## src/rtl/bexkat_mem_pkg.sv

```systemverilog
// Shared definitions for the cache-side memory path.
//   state_e  : sram_bridge sequencer states
//   WADR_W   : Wishbone word-address width (32-bit words)
//   HALF_W   : external SRAM data width (16-bit halfwords)
package bexkat_mem_pkg;

    localparam int WADR_W = 25;
    localparam int HALF_W = 16;

    typedef enum logic [2:0] {
        IDLE,
        RD,
        WSETUP,
        WPULSE,
        WHOLD,
        ACK
    } state_e;

endpackage

```

## src/rtl/sram_bridge.sv

```systemverilog
// Wishbone slave that serves single-word 32-bit cache fills and flushes
// from an asynchronous 16-bit SRAM. Each word is two SRAM cycles, low
// halfword first. Strobe widths are set by RD_WAIT / WR_WAIT (1..15).
//
// Ports:
//   clk_i, rst_n_i      clock, asynchronous active-low reset
//   s_cyc_i, s_stb_i    Wishbone request
//   s_we_i, s_sel_i     direction, byte lanes
//   s_adr_i, s_dat_i    word address, write data
//   s_dat_o, s_ack_o    read data, one-cycle acknowledge
//   sram_adr_o          halfword address {word, half}
//   sram_dq_o/_i/_oe_o  split bidirectional data pad
//   sram_*_n_o          active-low SRAM strobes (all registered)
module sram_bridge
    import bexkat_mem_pkg::*;
#(
    parameter int RD_WAIT = 2,
    parameter int WR_WAIT = 2
) (
    input  logic                clk_i,
    input  logic                rst_n_i,
    input  logic                s_cyc_i,
    input  logic                s_stb_i,
    input  logic                s_we_i,
    input  logic [WADR_W-1:0]   s_adr_i,
    input  logic [3:0]          s_sel_i,
    input  logic [31:0]         s_dat_i,
    output logic [31:0]         s_dat_o,
    output logic                s_ack_o,
    output logic [WADR_W:0]     sram_adr_o,
    output logic [HALF_W-1:0]   sram_dq_o,
    input  logic [HALF_W-1:0]   sram_dq_i,
    output logic                sram_dq_oe_o,
    output logic                sram_ce_n_o,
    output logic                sram_oe_n_o,
    output logic                sram_we_n_o,
    output logic                sram_ub_n_o,
    output logic                sram_lb_n_o
);

    localparam logic [3:0] RD_LOAD = 4'(RD_WAIT - 1);
    localparam logic [3:0] WR_LOAD = 4'(WR_WAIT - 1);

    state_e              state_q;
    logic                half_q;
    logic [3:0]          cnt_q;
    logic [WADR_W-1:0]   adr_q;
    logic [3:0]          sel_q;
    logic [31:0]         dat_q;
    logic [31:0]         rdat_q;
    logic                ack_q;
    logic [WADR_W:0]     sram_adr_q;
    logic [HALF_W-1:0]   dq_q;
    logic                dq_oe_q;
    logic                ce_n_q;
    logic                oe_n_q;
    logic                we_n_q;
    logic                ub_n_q;
    logic                lb_n_q;

    // NOTE: every pad-facing output is set on the edge that enters the
    // state it belongs to, so strobes come straight from flops and never
    // glitch; state and outputs therefore live in one always_ff with <=.
    always_ff @(posedge clk_i or negedge rst_n_i) begin
        if (!rst_n_i) begin
            state_q    <= IDLE;
            half_q     <= 1'b0;
            cnt_q      <= '0;
            adr_q      <= '0;
            sel_q      <= '0;
            dat_q      <= '0;
            rdat_q     <= '0;
            ack_q      <= 1'b0;
            sram_adr_q <= '0;
            dq_q       <= '0;
            dq_oe_q    <= 1'b0;
            ce_n_q     <= 1'b1;
            oe_n_q     <= 1'b1;
            we_n_q     <= 1'b1;
            ub_n_q     <= 1'b1;
            lb_n_q     <= 1'b1;
        end else begin
            ack_q <= 1'b0;
            case (state_q)
                IDLE: begin
                    if (s_cyc_i && s_stb_i) begin
                        adr_q <= s_adr_i;
                        sel_q <= s_sel_i;
                        dat_q <= s_dat_i;
                        if (!s_we_i) begin
                            // Reads always fetch both bytes of each halfword.
                            state_q    <= RD;
                            half_q     <= 1'b0;
                            cnt_q      <= RD_LOAD;
                            sram_adr_q <= {s_adr_i, 1'b0};
                            ce_n_q     <= 1'b0;
                            oe_n_q     <= 1'b0;
                            ub_n_q     <= 1'b0;
                            lb_n_q     <= 1'b0;
                            dq_oe_q    <= 1'b0;
                        end else if (s_sel_i[1:0] != 2'b00) begin
                            state_q    <= WSETUP;
                            half_q     <= 1'b0;
                            sram_adr_q <= {s_adr_i, 1'b0};
                            dq_q       <= s_dat_i[15:0];
                            ub_n_q     <= ~s_sel_i[1];
                            lb_n_q     <= ~s_sel_i[0];
                            ce_n_q     <= 1'b0;
                            dq_oe_q    <= 1'b1;
                        end else if (s_sel_i[3:2] != 2'b00) begin
                            // Low half has no enabled bytes: skip its cycle.
                            state_q    <= WSETUP;
                            half_q     <= 1'b1;
                            sram_adr_q <= {s_adr_i, 1'b1};
                            dq_q       <= s_dat_i[31:16];
                            ub_n_q     <= ~s_sel_i[3];
                            lb_n_q     <= ~s_sel_i[2];
                            ce_n_q     <= 1'b0;
                            dq_oe_q    <= 1'b1;
                        end else begin
                            state_q <= ACK;
                            ack_q   <= 1'b1;
                        end
                    end
                end

                RD: begin
                    if (cnt_q == 4'd0) begin
                        // Last OE_n cycle: the pad data is settled now.
                        if (!half_q) begin
                            rdat_q[15:0] <= sram_dq_i;
                            half_q       <= 1'b1;
                            cnt_q        <= RD_LOAD;
                            sram_adr_q   <= {adr_q, 1'b1};
                        end else begin
                            rdat_q[31:16] <= sram_dq_i;
                            state_q       <= ACK;
                            ack_q         <= 1'b1;
                            ce_n_q        <= 1'b1;
                            oe_n_q        <= 1'b1;
                            ub_n_q        <= 1'b1;
                            lb_n_q        <= 1'b1;
                        end
                    end else begin
                        cnt_q <= cnt_q - 4'd1;
                    end
                end

                WSETUP: begin
                    state_q <= WPULSE;
                    cnt_q   <= WR_LOAD;
                    we_n_q  <= 1'b0;
                end

                WPULSE: begin
                    if (cnt_q == 4'd0) begin
                        state_q <= WHOLD;
                        we_n_q  <= 1'b1;
                    end else begin
                        cnt_q <= cnt_q - 4'd1;
                    end
                end

                WHOLD: begin
                    if (!half_q && (sel_q[3:2] != 2'b00)) begin
                        state_q    <= WSETUP;
                        half_q     <= 1'b1;
                        sram_adr_q <= {adr_q, 1'b1};
                        dq_q       <= dat_q[31:16];
                        ub_n_q     <= ~sel_q[3];
                        lb_n_q     <= ~sel_q[2];
                    end else begin
                        state_q <= ACK;
                        ack_q   <= 1'b1;
                        ce_n_q  <= 1'b1;
                        ub_n_q  <= 1'b1;
                        lb_n_q  <= 1'b1;
                        dq_oe_q <= 1'b0;
                    end
                end

                ACK: begin
                    // No capture here; the next request is seen from IDLE.
                    state_q <= IDLE;
                end

                default: begin
                    state_q <= IDLE;
                end
            endcase
        end
    end

    assign s_dat_o      = rdat_q;
    assign s_ack_o      = ack_q;
    assign sram_adr_o   = sram_adr_q;
    assign sram_dq_o    = dq_q;
    assign sram_dq_oe_o = dq_oe_q;
    assign sram_ce_n_o  = ce_n_q;
    assign sram_oe_n_o  = oe_n_q;
    assign sram_we_n_o  = we_n_q;
    assign sram_ub_n_o  = ub_n_q;
    assign sram_lb_n_o  = lb_n_q;

endmodule

```

## config.mk

```make
export PLATFORM = sky130hd
export DESIGN_NAME = sram_bridge
export DESIGN_NICKNAME = d
export VERILOG_FILES = /design/src/rtl/bexkat_mem_pkg.sv /design/src/rtl/sram_bridge.sv
export SDC_FILE = /design/constraint.sdc
export NUM_CORES = 1
export LEC_CHECK = 0
export CELL_PAD_IN_SITES_DETAIL_PLACEMENT = 1
export CELL_PAD_IN_SITES_GLOBAL_PLACEMENT = 2
export CORE_ASPECT_RATIO = 1.5
export CORE_MARGIN = 2
export CORE_UTILIZATION = 29
export CTS_CLUSTER_DIAMETER = 100
export DETAILED_ROUTE_END_ITERATION = 12
export PLACE_DENSITY_LB_ADDON = 0.1
export SYNTH_ARGS = -nofsm -noshare
export SYNTH_HDL_FRONTEND = slang
export SYNTH_SLANG_ARGS = --single-unit
export TNS_END_PERCENT = 10
```

## constraint.sdc

```tcl
create_clock -name clk_i -period 2.1 [get_ports clk_i]
set_clock_uncertainty 0.1 [all_clocks]
set_input_delay 0.21 -clock clk_i [delete_from_list [all_inputs] [get_ports clk_i]]
set_output_delay 0.21 -clock clk_i [all_outputs]
set_load 0.005 [all_outputs]
```

* Word-level counts from Yosys, hierarchy flattened *
Index checks and enable logic that the tools add are counted.

storage, ports and cells
  flip-flop bits (word level) = 150
  latch bits = 0
  RAM bits = 0
  memory bits (read-only) = 0
  bits of input ports = 82
  memories = 0

cells by class
  add/sub/neg operators = 1
  $mul = 0
  div/mod/pow operators = 0
  magnitude comparators = 0
  eq/ne operators = 17
  shift operators = 0
  multiplexer cells = 73
  bitwise logic cells = 7
  reduce and logical (&&, ||, !) cells = 26

operator list
  operator                                                                count
  26-bit two-way mux                                                      7
  16-bit two-way mux                                                      5
  26-bit one-hot mux with 3 select lines                                  1
  1-bit two-way mux                                                       36
  16-bit one-hot mux with 2 select lines                                  1
  5-bit AND reduction                                                     5
  3-bit two-way mux                                                       8
  4-bit two-way mux                                                       5
  2-bit inequality test (second input constant)                           10
  4-bit one-hot mux with 4 select lines                                   1
  1-bit one-hot mux with 3 select lines                                   5
  3-bit one-hot mux with 5 select lines                                   1
  6-bit AND reduction                                                     2
  2-bit nonzero test                                                      6
  4-bit AND reduction                                                     2
  1-bit NOT                                                               7
  3-bit by 2-bit equality test with 1-bit output (second input constant)  2
  3-bit inequality test (second input constant)                           2
  1-bit one-hot mux with 2 select lines                                   3
  3-bit AND reduction                                                     2
  4-bit logical NOT                                                       1
  4-bit inequality test (second input constant)                           1
  2-bit AND reduction                                                     2
  4-bit nonzero test                                                      1
  7 further kinds                                                         8

* Longest topological paths before layout *
Gate-level depths: netlist of run 1.

  depth in word-level cells = 6
  depth in mapped cells = 7
  mapped depth without buffers = 6

* Least setup slack after synthesis of run 1 *
No wires, ideal clock.

  path type = reg-to-reg
  start point = register cnt_q[0]
  end point = register sram_adr_q[18], in the netlist sram_adr_o[18]
  library setup time = 0.125 ns
  data arrival time = 1.956 ns
  slack = -0.081 ns
  cell stages (with the launch flop) = 8
  buffers on the path = 1
  period minus slack after synthesis = 2.181 ns
  cell sequence = dfrtp_1 inv_1 ha_1 nor3b_4 a21oi_1 a211oi_4 buf_6 mux2_2

between the ends
  longest elaborated chain between the ends = 3

ends and longest elaborated chain
  element                                 line                text
  start: declaration                      sram_bridge.sv:46   logic [3:0] cnt_q;
  start signal: assignment                sram_bridge.sv:145  cnt_q <= cnt_q - 4'd1;
  start signal: assignment                sram_bridge.sv:160  cnt_q <= cnt_q - 4'd1;
  4-bit logical NOT                       sram_bridge.sv:128  if (cnt_q == 4'd0) begin
  2-bit inequality test (no source line)  --
  6-bit AND reduction (no source line)    --
  end signal: assignment                  sram_bridge.sv:114  sram_adr_q <= {s_adr_i, 1'b1};
  end signal: assignment                  sram_bridge.sv:134  sram_adr_q <= {adr_q, 1'b1};
  end signal: assignment                  sram_bridge.sv:168  sram_adr_q <= {adr_q, 1'b1};
  end: declaration                        sram_bridge.sv:52   logic [WADR_W:0] sram_adr_q;

No other way between the ends.
A chain may end at the register's enable or synchronous reset.

* Final worst setup path of run 1 *
  start point = register state_q[0]
  end point = register dat_q[27]

between the ends
  longest elaborated chain between the ends = 2

ends and longest elaborated chain
  element                               line                text
  start: declaration                    sram_bridge.sv:44   state_e state_q;
  start signal: assignment              sram_bridge.sv:66   state_q <= IDLE;
  start signal: assignment              sram_bridge.sv:92   state_q <= RD;
  start signal: assignment              sram_bridge.sv:102  state_q <= WSETUP;
  3-bit logical NOT                     sram_bridge.sv:84   case (state_q)
  2-bit AND reduction (no source line)  --
  end signal: assignment                sram_bridge.sv:89   dat_q <= s_dat_i;
  end: declaration                      sram_bridge.sv:49   logic [31:0] dat_q;

No other way between the ends.

==> impl_metrics.tcl, run 1 <==
set metrics [dict create \
    tritoncts "built" \
    total_power_mw 14.1 \
    yosys_register_bits 132 \
    cts_max_path_buffers 2 \
    peakVddDrop_uv 636 \
    rows 64 \
    startpoint_type "flip-flop" \
    drv_slew 0 \
    synthCells 440 \
    synth_edf_count 0 \
    worstReg2RegStart "state_q[0]" \
    cp_max_fo 14 \
    final_core_util_pct 44.8 \
    vias 4419 \
    grt_pass1_vias 4935 \
    syn_to_final_growth_pct 52.3 \
    die-area_mm2 0.0217 \
    yosysSeqAreaShare_pct 55.6 \
    drv_cap 0 \
    path_buf_inv 3 \
    htreeDepth 4 \
    crit_chain "buf_12 -> or3_1 -> nor2_4 -> buf_12 -> buf_12 -> mux2_2" \
    p_leak_nw 3.75 \
    io_buffer_count 162 \
    groute.usage.overall_pct 16.1 \
    r2r-end "dat_q[27]" \
    crit_end "dat_q[27]" \
    fin_crit_sh_pct 97.1 \
    yosysWarnings 0 \
    min_period_ns 2.04 \
    cp_slowest_cell "dfrtp_2" \
    clk_pin_slew_worst_paths_ns 0.06 \
    tightest_slew_ns 0.495 \
    pin_count 163 \
    first_pass_iters 4 \
    routed_wl_um 17100 \
    fin_cells 935 \
    initial_utilization_pct 29.4 \
    clock-root-buffer "clkbuf_16" \
    critPathKind "reg2reg" \
    drt_iter0_drc 96 \
    insertion_delay_ns 0.42 \
    die_h_um 180 \
    cp_data_required_time_ns 2.30 \
    holdCritPathClass "in2async" \
    arrival_ns 2.24 \
    cp-startpoint "state_q[0]" \
    p_per_area_mw_per_mm2 1550 \
    setup_viol 0 \
    grt_pass1_wl_um 27100 \
    nFillCells 2079 \
    reg2reg_slack_ns 0.06 \
    setup-tns-final_ns 0 \
    diodes 0 \
    endpoint_kind "flip-flop" \
    antenna_found_initial 0 \
    relSlewSlack_pct 67.0 \
    drive_gt1_share_pct 37.1 \
    cts_made_buffers 17 \
    yosys.cell_types.count 50 \
    synth_ff_type "dfrtp_1" \
    gp_routability_congestion 0.755 \
    path_depth 6 \
    die_w_um 121 \
    final_hold_viol_count 0 \
    dp_cells 893 \
    crit_top_cell "buf_12" \
    core_area_mm2 0.0203 \
    status "complete, no violations" \
    rr_worst_depth 6 \
    globalRouteOverflowTotal 0 \
    viasPerCell 4.73 \
    max_freq_mhz 491 \
    async_flop_share_pct 100 \
    nets 742 \
    syn_area_per_cell_um2 13.5 \
    slowest_delay_ns 0.44 \
    antenna_left 0 \
    route.detailed.drc 0 \
    synthesis.nets 524 \
    grt_max_degree 48 \
    detailed_place_hpwl_um 12100 \
    wl_per_cell_um 18.3 \
    crit_family "simple AND/OR/NAND/NOR gates" \
    synthesis.area_mm2 0.00596 \
    cts.sinks 132 \
]
worst min-delay path by stage:
stage            start      endpoint  slack [ns]  cells past startpoint
3_3_place_gp   rst_n_i     dat_q[23]        0.09                      1
4_1_cts        rst_n_i  sram_dq_o[7]        0.21                      2
2_1_floorplan  rst_n_i      adr_q[0]       -0.19                      0
6_report       rst_n_i  sram_dq_o[7]        0.20                      2
3_5_place_dp   rst_n_i  sram_dq_o[7]        0.09                      1
5_1_grt        rst_n_i     dat_q[23]        0.23                      2
cells in the final DEF, fill, tap and decap left out, types with 5 or more instances in the layout:
cell	instances
clkbuf_16	18
buf_12	15
inv_6	7
o21ai_0	27
nand2_1	27
dfstp_2	5
buf_4	39
mux2i_1	19
mux2_4	6
clkdlybuf4s50_1	161
inv_1	6
dfrtp_1	125
mux2_2	133
Yosys cell counts (all sizes together) (3+ instances only):
| cell | count | area, um2 |
|---|---|---|
| inv | 8 | 30.0 |
| dfrtp | 127 | 3180 |
| clkbuf | 5 | 18.8 |
| and2 | 3 | 18.8 |
| nor2 | 6 | 32.5 |
| a21oi | 4 | 20.0 |
| nand2b | 4 | 25.0 |
| o21ai | 28 | 144 |
| a21o | 3 | 22.5 |
| nand2 | 27 | 101 |
| buf | 17 | 100 |
| mux2 | 142 | 1600 |
| dfstp | 5 | 131 |
| mux2i | 19 | 190 |
| nor3 | 4 | 20.0 |
layer usage:
layer | part of all wire [%] | wire length, um | vias to the layer above | track usage, %
met5 | 0 | 0 | - | 0
met4 | 1.3 | 225 | 0 | 4.47
met3 | 5.3 | 899 | 17 | 4.85
met2 | 54 | 9150 | 116 | 28.7
met1 | 40 | 6810 | 2261 | 18.4
li1 | - | - | 2025 | -
timing repair:
action | in CTS | in global routing
endpoints found under the setup margin | 25 | 60
gates cloned | 1 | 1
hold buffers | 1 | 0
gates resized for setup | 9 | 11
endpoints found under the hold margin | 44 | 0
buffers inserted | 5 | 2
pin swaps | 2 | 3
through the flow:
| stage | hold WS, ns | worst slack [ns] | cell area (um2) |
|---|---|---|---|
| 2_1_floorplan | -0.186 | -0.0806 | 5960 |
| 3_3_place_gp | 0.0893 | -0.225 | 8310 |
| 3_5_place_dp | 0.0921 | -0.201 | 8310 |
| 4_1_cts | 0.209 | -0.00157 | 8970 |
| 5_1_grt | 0.226 | -0.00808 | 9070 |
| 6_report | 0.202 | 0.0614 | 9070 |
state kept, by name, indices dropped and copies added (netlist names):
register	cells
adr_q	25
sram_lb_n_o	1
half_q	1
s_dat_o	32
sram_dq_oe_o	1
sram_ce_n_o	1
dat_q	16
cnt_q	4
state_q	3
sram_ub_n_o	1
sram_adr_o	26
sram_dq_o	16
sel_q	2
s_ack_o	1
sram_we_n_o	1
sram_oe_n_o	1
worst reg2reg max path, stage by stage, from the launching register on:
cell and delay (ns):
dfrtp_2 0.44, buf_12 0.16, or3_1 0.42, nor2_4 0.15, buf_12 0.14, buf_12 0.15
mux2_2 0.35
cells by family after synthesis:
logic type / share of synthesized area [%]
AOI/OAI and AO/OA: 6.07
xor gates and xnor gates: 0.147
adders and majority gates: 0.420
buffers and inverters: 2.50
DFF: 55.6
muxes: 30.0
and+or+nand+nor: 5.27
layout make-up:
| class | instances | area [um2] | share of cell area [%] |
|---|---|---|---|
| flip-flops and latches | 132 | 3310 | 36.5 |
| clock inverters | 14 | 118 | 1.30 |
| well taps | 264 | 330 | 3.64 |
| inverters | 8 | 30.0 | 0.331 |
| clock buffers | 18 | 429 | 4.73 |
| repair buffers | 221 | 2300 | 25.4 |
| multi-input cells | 278 | 2550 | 28.1 |
where the power goes:
group | leakage, nW | switching [mW] | internal, mW | total [mW]
clock network | 0.261 | 1.22 | 1.54 | 2.76
registers | 1.56 | 0.735 | 3.90 | 4.64
logic | 1.93 | 2.41 | 4.27 | 6.68
total | 3.75 | 4.37 | 9.72 | 14.1
Power figures use the tool's default switching activity.
==> inputs of run 2 (changes only) <==
--- a/config.mk
+++ b/config.mk
@@ -5,11 +5,12 @@
 export SDC_FILE = /design/constraint.sdc
 export NUM_CORES = 1
 export LEC_CHECK = 0
+export ABC_AREA = 1
 export CELL_PAD_IN_SITES_DETAIL_PLACEMENT = 1
 export CELL_PAD_IN_SITES_GLOBAL_PLACEMENT = 2
 export CORE_ASPECT_RATIO = 1.5
 export CORE_MARGIN = 2
-export CORE_UTILIZATION = 29
+export CORE_UTILIZATION = 25
 export CTS_CLUSTER_DIAMETER = 100
 export DETAILED_ROUTE_END_ITERATION = 12
 export PLACE_DENSITY_LB_ADDON = 0.1
==> run 2 against run 1 <==
  * Synthesized area up 1.9%
  * Sequential share of layout area up 1.1 points
  * Critical path depth up 2
==> impl_metrics.tcl, run 2 <==
set metrics [dict create \
    gp_routability_congestion 0.820 \
    yosys_register_bits 132 \
    holdCritPathClass "in2async" \
    worstReg2RegStart "state_q[2]" \
    detailed_place_hpwl_um 14200 \
    cts.sinks 132 \
    io_buffer_count 162 \
    synth_top_area_share_pct 52.4 \
    synth.area.top_cells "dfrtp_1 52%, nand2_1 16%, o21ai_0 9.2%, nand3_1 4.7%, inv_1 4.5%" \
    synth_ff_type "dfrtp_1" \
    setup_viol 0 \
    yosys.cell_types.count 23 \
    largest_reg_flops 32 \
    endpoint_kind "flip-flop" \
    peakVddDrop_uv 588 \
    async_flop_share_pct 100 \
    arrival_ns 2.19 \
    final_common_cell "nand2_1" \
    rr_worst_depth 8 \
    cp_max_fo 34 \
    antenna_found_initial 0 \
    drv_cap 0 \
    nets 1015 \
    p_leak_nw 4.17 \
    globalRouteOverflowTotal 0 \
    routed_wl_um 19800 \
    clock-root-buffer "clkbuf_16" \
    relSlewSlack_pct 69.0 \
    cp-startpoint "state_q[2]" \
    syn_area_per_cell_um2 7.94 \
    yosysWarnings 0 \
    viasPerCell 4.42 \
    cts_made_buffers 17 \
    cts_max_path_buffers 2 \
    tightest_slew_ns 0.465 \
    mostFrequentLayoutCells "259 x nand2_1, 161 x clkdlybuf4s50_1, 127 x dfrtp_1, 112 x o21ai_0, 72 x inv_1" \
    drt_iter0_drc 260 \
    antenna_left 0 \
    tritoncts "built" \
    rows 69 \
    dp_cells 1227 \
    yosys.cell_count.top_type "nand2_1" \
    synth_commonest_cells "260 x nand2_1, 127 x dfrtp_1, 112 x o21ai_0" \
    critPathKind "reg2reg" \
    final_core_util_pct 37.1 \
    htreeDepth 4 \
    insertion_delay_ns 0.43 \
    groute.usage.overall_pct 16.3 \
    vias 5585 \
    drv_slew 0 \
    place_ws_ns -0.152 \
    fin_cells 1263 \
    cp_data_required_time_ns 2.36 \
    p_per_area_mw_per_mm2 1520 \
    clk_pin_slew_worst_paths_ns 0.06 \
    drive_gt1_share_pct 8.69 \
    die-area_mm2 0.0256 \
    synth_edf_count 0 \
    synthesis.area_mm2 0.00607 \
    synthesis.nets 848 \
    synth.largest_area_cell "dfrtp_1" \
    grt_max_degree 85 \
    final_hold_viol_count 0 \
    startpoint_type "flip-flop" \
    min_period_ns 1.92 \
    setup_slack_ns 0.176 \
    max_freq_mhz 520 \
    status "complete, no violations" \
    die_h_um 195 \
    synthCells 764 \
    route.detailed.drc 0 \
    first_pass_iters 4 \
    fin_crit_sh_pct 91.6 \
    diodes 0 \
    wl_per_cell_um 15.6 \
    hold_ws_ns 0.185 \
    core_area_mm2 0.0237 \
    pin_count 163 \
    grt_pass1_vias 6128 \
    yosysSeqAreaShare_pct 54.5 \
    syn_to_final_growth_pct 44.9 \
    initial_utilization_pct 25.6 \
    die_w_um 131 \
    grt_pass1_wl_um 32800 \
    rsz0062_at_grt "false" \
]
run 2: changes by cell type in the layout (fill, tap and decap cells not counted), sizes merged, moves of 15 or more:
cell   change
a21oi     +15
buf       -38
inv       +61
mux2     -142
mux2i     -19
nand2    +237
nand3     +58
nor2      +40
o21ai     +96
run 2: area by class of cell:
type	count	area, um2
repair buffers	182	1850
clock inverters	12	129
clock buffers	20	467
multi-input cells	522	2360
flip-flops and latches	132	3310
inverters	76	285
well taps	319	399
fillers	2750	14900
run 2: power by group:
| part | total, mW | internal (mW) | switching [mW] |
|---|---|---|---|
| sequential | 4.44 | 3.77 | 0.668 |
| combinational | 5.93 | 2.71 | 3.22 |
| clock | 3.00 | 1.84 | 1.16 |
| total | 13.4 | 8.32 | 5.05 |
run 2: routing by layer:
| layer | up-vias | part of all wire, % | global-route usage [%] |
|---|---|---|---|
| li1 | 2761 | - | - |
| met1 | 2655 | 40 | 17.9 |
| met2 | 146 | 52 | 29.0 |
| met3 | 23 | 6.8 | 5.32 |
| met4 | 0 | 2.0 | 6.28 |
| met5 | - | 0 | 0 |
run 2: cells by family after synthesis:
| group | Yosys count | synth area share [%] |
|---|---|---|
| and+or+nand+nor | 373 | 25.5 |
| buffers and inverters | 111 | 7.30 |
| adders and majority gates | 2 | 0.412 |
| AOI/OAI and AO/OA | 144 | 12.0 |
| DFF | 132 | 54.5 |
| xor gates and xnor gates | 2 | 0.289 |
run 2: path summary, 6_finish.rpt:
kind / end / slack (ns)
max in group asynchronous: sram_ce_n_o / 0.98
min in group clk_i: s_dat_o[8] / 0.24
min: adr_q[9] / 0.19
min reg2reg: sram_ce_n_o / 0.36
max reg2reg: cnt_q[0] / 0.18
max: cnt_q[0] / 0.18
run 2: critical path, cell delays in order (launching register included):
cell and delay, ns:
dfrtp_1 0.43, inv_2 0.18, nand3_2 0.12, nor2_2 0.35, nand2_1 0.16, buf_12 0.20
nand3_1 0.17, nand2_1 0.08, nand2_1 0.07
run 2: repair_timing:
item                       CTS  global route
pin swaps                    1             0
setup buffers                2             0
hold buffers                 1             0
hold endpoints to repair    40             0
gates resized for setup      0             5
cloned                       1             0
setup endpoints to repair   26            40
run 2: through the flow:
step / total power [mW] / TNS [ns] / instance area (um2)
final: 13.4 / 0 / 8800
after floorplan: 7.38 / 0 / 6070
after global routing: 14.6 / 0 / 8800
after CTS: 13.6 / 0 / 8770
after global placement: 10.2 / -1.51 / 8140
after detailed placement: 10.4 / -3.29 / 8140
